$ cat src/rtl/kl8e_tx_fifo.sv
// ============================================================================
// kl8e_tx_fifo
// ----------------------------------------------------------------------------
// Buffered console transmitter for the KL8E TTY path. Characters loaded by the
// IOT decoder (TLS/TCP) are queued in a small FIFO and shifted out as 8N1/8N2
// asynchronous serial on o_tx. The printer flag ("can accept another
// character") is maintained here for TSF/SPI/interrupt use, with the same
// load/flag handshake as the unbuffered transmitter.
//
// Parameters
//   CLK_FREQ   system clock in Hz
//   BAUD       line rate; one bit lasts CLK_FREQ/BAUD clocks (integer divide)
//   DEPTH      FIFO entries, power of two, at least 2
//   STOP_BITS  1 or 2
//
// Ports
//   i_clk          system clock
//   i_reset        synchronous, active-high reset
//   i_clear        CAF/console clear, same effect as i_reset
//   i_char[0:11]   AC; i_char[4:11] is the data byte, i_char[4] is its MSB
//   i_load         level; each 0->1 transition enqueues one byte
//   i_clear_flag   level; clears the printer flag (TCF/TLS)
//   i_set_flag     level; sets the printer flag (SPF)
//   o_tx           serial line, idle high
//   o_flag         printer flag
//   o_fifo_count   entries waiting, not counting the byte being shifted
// ============================================================================
module kl8e_tx_fifo #(
    parameter int unsigned CLK_FREQ  = 50_000_000,
    parameter int unsigned BAUD      = 9600,
    parameter int unsigned DEPTH     = 8,
    parameter int unsigned STOP_BITS = 1
) (
    input  logic                   i_clk,
    input  logic                   i_reset,
    input  logic                   i_clear,
    input  logic [0:11]            i_char,
    input  logic                   i_load,
    input  logic                   i_clear_flag,
    input  logic                   i_set_flag,
    output logic                   o_tx,
    output logic                   o_flag,
    output logic [$clog2(DEPTH):0] o_fifo_count
);

    localparam int unsigned DIV     = CLK_FREQ / BAUD;
    localparam int unsigned AW      = $clog2(DEPTH);
    localparam int unsigned BIT_RL  = DIV - 1;
    localparam int unsigned STOP_RL = STOP_BITS * DIV - 1;
    // Counter must hold the longest reload, which is the stop period.
    localparam int unsigned CW      = $clog2(STOP_BITS * DIV + 1);

    localparam logic [AW:0]   C_FULL    = DEPTH[AW:0];
    localparam logic [CW-1:0] C_BIT_RL  = BIT_RL[CW-1:0];
    localparam logic [CW-1:0] C_STOP_RL = STOP_RL[CW-1:0];

    localparam logic [1:0] S_IDLE  = 2'd0;
    localparam logic [1:0] S_START = 2'd1;
    localparam logic [1:0] S_DATA  = 2'd2;
    localparam logic [1:0] S_STOP  = 2'd3;

    // ------------------------------------------------------------------
    // State
    // ------------------------------------------------------------------
    logic          r_load_d;
    logic          r_load_pulse;
    logic [7:0]    r_mem [DEPTH];
    logic [AW-1:0] r_wptr;
    logic [AW-1:0] r_rptr;
    logic [AW:0]   r_count;
    logic          r_rdy_req;
    logic          r_flag;
    logic [1:0]    r_state;
    logic [CW-1:0] r_baud_cnt;
    logic [2:0]    r_bit_cnt;
    logic [7:0]    r_shift;
    logic          r_tx;

    // ------------------------------------------------------------------
    // Combinational helpers
    // ------------------------------------------------------------------
    logic          w_rst;
    logic [7:0]    w_byte;
    logic          w_full;
    logic          w_empty;
    logic          w_push;
    logic          w_pop;
    logic [AW:0]   w_count_next;
    logic          w_space_next;
    logic          w_rdy_consume;
    logic          w_baud_done;
    logic          w_unused_ac;

    assign w_rst   = i_reset | i_clear;
    // i_char[4] lands in w_byte[7]: AC bit 4 is the byte MSB.
    assign w_byte  = i_char[4:11];
    // AC bits 0..3 carry no data for the printer.
    assign w_unused_ac = ^i_char[0:3];

    assign w_full  = (r_count == C_FULL);
    assign w_empty = (r_count == '0);

    // A load edge against a full FIFO is swallowed; it still raises rdy_req.
    assign w_push  = r_load_pulse & ~w_full;
    // Pops only happen while the shifter is idle, hence the one idle clock
    // between back-to-back frames.
    assign w_pop   = (r_state == S_IDLE) & ~w_empty;

    assign w_count_next = r_count
                        + {{AW{1'b0}}, w_push}
                        - {{AW{1'b0}}, w_pop};
    assign w_space_next = (w_count_next < C_FULL);

    // rdy_req is only consumed when it is the branch that actually sets the
    // flag; a simultaneous set_flag leaves it pending.
    assign w_rdy_consume = ~i_set_flag & r_rdy_req & w_space_next;

    assign w_baud_done = (r_baud_cnt == '0);

    // ------------------------------------------------------------------
    // FIFO storage (no reset needed: pointers and count define validity)
    // ------------------------------------------------------------------
    always_ff @(posedge i_clk) begin
        if (!w_rst && w_push) begin
            r_mem[r_wptr] <= w_byte;
        end
    end

    // ------------------------------------------------------------------
    // Load edge detect, FIFO pointers/count, printer flag
    // ------------------------------------------------------------------
    always_ff @(posedge i_clk) begin
        if (w_rst) begin
            // Track load during reset so a level held across reset is not
            // mistaken for a fresh edge afterwards.
            r_load_d     <= i_load;
            r_load_pulse <= 1'b0;
            r_wptr       <= '0;
            r_rptr       <= '0;
            r_count      <= '0;
            r_rdy_req    <= 1'b0;
            r_flag       <= 1'b0;
        end else begin
            r_load_d     <= i_load;
            r_load_pulse <= i_load & ~r_load_d;

            if (w_push) begin
                r_wptr <= r_wptr + AW'(1);
            end
            if (w_pop) begin
                r_rptr <= r_rptr + AW'(1);
            end
            r_count <= w_count_next;

            if (i_set_flag) begin
                r_flag <= 1'b1;
            end else if (r_rdy_req && w_space_next) begin
                r_flag <= 1'b1;
            end else if (i_clear_flag) begin
                r_flag <= 1'b0;
            end

            r_rdy_req <= r_load_pulse | (r_rdy_req & ~w_rdy_consume);
        end
    end

    // ------------------------------------------------------------------
    // Transmit FSM and baud counter
    // ------------------------------------------------------------------
    always_ff @(posedge i_clk) begin
        if (w_rst) begin
            r_state    <= S_IDLE;
            r_baud_cnt <= '0;
            r_bit_cnt  <= '0;
            r_shift    <= '0;
        end else begin
            case (r_state)
                S_IDLE: begin
                    if (w_pop) begin
                        r_shift    <= r_mem[r_rptr];
                        r_baud_cnt <= C_BIT_RL;
                        r_bit_cnt  <= '0;
                        r_state    <= S_START;
                    end
                end

                S_START: begin
                    if (w_baud_done) begin
                        r_baud_cnt <= C_BIT_RL;
                        r_bit_cnt  <= '0;
                        r_state    <= S_DATA;
                    end else begin
                        r_baud_cnt <= r_baud_cnt - CW'(1);
                    end
                end

                S_DATA: begin
                    if (w_baud_done) begin
                        if (r_bit_cnt == 3'd7) begin
                            r_baud_cnt <= C_STOP_RL;
                            r_state    <= S_STOP;
                        end else begin
                            r_baud_cnt <= C_BIT_RL;
                            r_bit_cnt  <= r_bit_cnt + 3'd1;
                            r_shift    <= {1'b0, r_shift[7:1]};
                        end
                    end else begin
                        r_baud_cnt <= r_baud_cnt - CW'(1);
                    end
                end

                default: begin
                    if (w_baud_done) begin
                        r_state <= S_IDLE;
                    end else begin
                        r_baud_cnt <= r_baud_cnt - CW'(1);
                    end
                end
            endcase
        end
    end

    // ------------------------------------------------------------------
    // Line driver: registered from the current state, so the line trails the
    // FSM by one clock. Every period keeps its length; reset forces the line
    // high on the very next clock, aborting any frame in flight.
    // ------------------------------------------------------------------
    always_ff @(posedge i_clk) begin
        if (w_rst) begin
            r_tx <= 1'b1;
        end else begin
            case (r_state)
                S_START: r_tx <= 1'b0;
                S_DATA:  r_tx <= r_shift[0];
                default: r_tx <= 1'b1;
            endcase
        end
    end

    assign o_tx         = r_tx;
    assign o_flag       = r_flag;
    assign o_fifo_count = r_count;

endmodule

$ cat config.mk
export PLATFORM = sky130hd
export DESIGN_NAME = kl8e_tx_fifo
export DESIGN_NICKNAME = d
export VERILOG_FILES = /design/src/rtl/kl8e_tx_fifo.sv
export SDC_FILE = /design/constraint.sdc
export NUM_CORES = 1
export LEC_CHECK = 0
export ABC_AREA = 0
export BUFFER_PORTS_ARGS = -buffer_cell sky130_fd_sc_hd__buf_2
export CORE_UTILIZATION = 50
export DETAILED_ROUTE_END_ITERATION = 10
export PLACE_DENSITY = 0.7
export SLEW_MARGIN = 20
export SYNTH_ARGS = -nofsm -noshare
export SYNTH_HDL_FRONTEND = slang
export SYNTH_SLANG_ARGS = --single-unit
$ cat constraint.sdc
create_clock -name i_clk -period 5.2 [get_ports i_clk]
set_clock_uncertainty 0.1 [all_clocks]
set_input_delay 0.52 -clock i_clk [delete_from_list [all_inputs] [get_ports i_clk]]
set_output_delay 0.52 -clock i_clk [all_outputs]
set_load 0.005 [all_outputs]
==> metrics <==
initial antenna violation count=0; Final TNS setup=0 ps; Post-Syn Instances=364; CP endpoint kind=flip-flop; CTS tree=done; CTS clock-pin slew for the worst setup and hold paths=110 ps; FILL cells=766; Pre-antenna DRT Iters=4; Slew Limit Fails=0; WP data arrival=3720 ps; drt initial violations=168; RD Place Congestion=0.786; ANT cells=0; prevailing post-synth register cell=edfxtp_1; GR peak layer=met2; fin crit share=68.5%; largest net degree at the start of global routing=23; most common cell in the synthesized netlist=edfxtp_1; VDD IR max=239 uV; EDFF count, synth=64; Setup Buffers After CTS=0; Port Buf Inserts=19; Syn Area/Cell=13.0 um2; Critical Path Source Type=flip-flop; post-cts sizing count=0; number of global-route vias before repair=2813; core footprint=9200 um2; Global Route Usage Sum=18.7%; clk sinks=108; #FFs+latches synth=108; met1 GRT Util=24.7%; WS Path Type=flip-flop to flip-flop; CP cell instances=inv_1 -> ha_1 -> nand4bb_1 -> nand2_1 -> inv_1 -> ha_1 -> inv_1 -> ha_1 -> a21o_1 -> a21oi_1 -> xnor2_1 -> a221oi_1 -> nor2_1; slew margin rel.=34.7%; Slowest cell on crit path=nand4bb_1; Initial Util=51.4%; RSZ-0062 raised after global routing=false; Die Height=99.2 um; CTS max path bufs=2; maximum fanout along the worst path=18; leakage power=0.00176 uW; Routed Antenna Nets=0; post-DP HPWL=5480 um; FMAX=0.281 GHz; P&R area growth vs syn=8.05%; vias=2834; list of most frequent post-synthesis cells=64 x edfxtp_1, 44 x dfxtp_1, 29 x nor2_1, 28 x nand2_1, 21 x o21ai_0; Hold Path Class=primary input to flip-flop; met3 Track Usage GR=3.87%; Hold Buf Count CTS=0; first-pass GRT wire length=14000 um; required time worst endpoint=5350 ps; DR vias/cell=5.71; status=complete, no violations; synth warn=0; final hold viol count=0; layout cells sized above 1=18.4%; Synth Cell Area=4730 um2; # H-tree levels=3; worst skew pair latency=370 ps; CTS root buffer=clkbuf_8; detailed-route DRC error count=0; MaxCap Viol Count=0; register area share after synthesis=59.3%; PD cells=540 nW/um2; M2 GR Usage=31.0%; CP peak stage delay=660 ps; die area=9850 um2; cts bufs inserted=9; synth unique cells=59; Nets=414; hold slack=164 ps; Die Wd=99.2 um; # setup viols final=0; total routed wirelength=8360 um; grt ovf=0; Synth top area share=40.7%; wire per inst=16.9 um; post-synth top area cell=edfxtp_1; Tot Pwr=2760 uW; Mapped Nets=398; Slew @ Worst Pin=976 ps; top cells by area, synth=edfxtp_1 41%, dfxtp_1 19%, mux4_2 7.6%; Site Rows=35; Async S/R FF share, synth=0%; Period minus WS final=3560 ps; Top Ports=24
==> metrics by stage <==
step                      worst slack (ps)  instances  utilization, %  area [um2]
after floorplan                       2600        364               -        4730
after global placement                1730        480            53.3        4900
after detailed placement              1680        480            53.3        4900
after CTS                             1690        496            55.5        5110
after global routing                  1290        496            55.5        5110
final                                 1640        496            55.5        5110
==> layer usage <==
metal | wire, um | vias to the layer above
met2 | 4170 | 45
met5 | 0 | -
met4 | 88 | 0
li1 | - | 1384
met1 | 3800 | 1398
met3 | 303 | 7
==> cells by family after synthesis <==
family / Yosys count / synth area share (%)
and+or+nand+nor: 98 / 10.9
xor gates and xnor gates: 10 / 1.85
muxes: 25 / 9.56
AOI/OAI and AO/OA: 75 / 11.1
DFF: 108 / 59.3
adders and majority gates: 16 / 4.39
buffers and inverters: 32 / 2.91
==> critical path: cells and delay by family, from the launching register on <==
family                     cells  cell delay, ps
xor gates and xnor gates       1             120
adders and majority gates      3             840
and+or+nand+nor                3            1200
AOI/OAI and AO/OA              3             630
DFF                            1             350
buffers and inverters          3             240
==> report_power, final <==
part | total [uW] | internal (uW) | leakage (uW) | switching, uW
combinational | 1130 | 494 | 0.000725 | 636
sequential | 1120 | 989 | 0.000934 | 127
clock | 512 | 195 | 0.000104 | 317
==> placed cells by master (no fill, tap or decap), types with 3 or more instances in the layout <==
cell type	instances
nand3_1	5
inv_1	16
dfxtp_1	43
buf_2	19
xnor2_1	7
and3_1	4
nor2_1	29
clkbuf_8	9
a21oi_1	18
nand2_1	28
mux2i_1	8
edfxtp_1	64
ha_1	15
o21ai_0	21
inv_8	4
and2_1	3
a211oi_1	4
xor2_1	3
nand2b_1	7
nor3_1	7
a22o_1	7
mux4_2	16
==> cell type report <==
cell class,count,area (um2),share of cell area (%)
inverter,16,60.1,1.18
clock inverter,7,78.8,1.54
timing repair buffer,21,110,2.16
clock buffer,9,124,2.43
sequential,108,2800,54.9
multi-input combinational,224,1790,35.1
tap,111,139,2.72
==> final timing paths <==
path                                         startpoint  slack, ps  cells past startpoint                       to
worst min-delay path                             i_load        160                      1         r_load_d$_DFF_P_
worst max-delay path            r_state[0]$_SDFFE_PP0P_       1640                     13      o_flag$_SDFFE_PP0P_
worst min register to register         r_load_d$_DFF_P_        290                      1  r_load_pulse$_SDFF_PP0_
worst max register to register  r_state[0]$_SDFFE_PP0P_       1640                     13      o_flag$_SDFFE_PP0P_
==> sequential cells by signal, indices dropped and copies added (netlist names), named ones only <==
register and count:
r_mem 64, o_fifo_count 4, o_flag 1, r_rdy_req 1
r_baud_cnt 13, r_rptr 3, o_tx 1, r_bit_cnt 3
r_load_d 1, r_state 2, r_wptr 3, r_load_pulse 1
r_shift 8
Power figures use the tool's default switching activity.
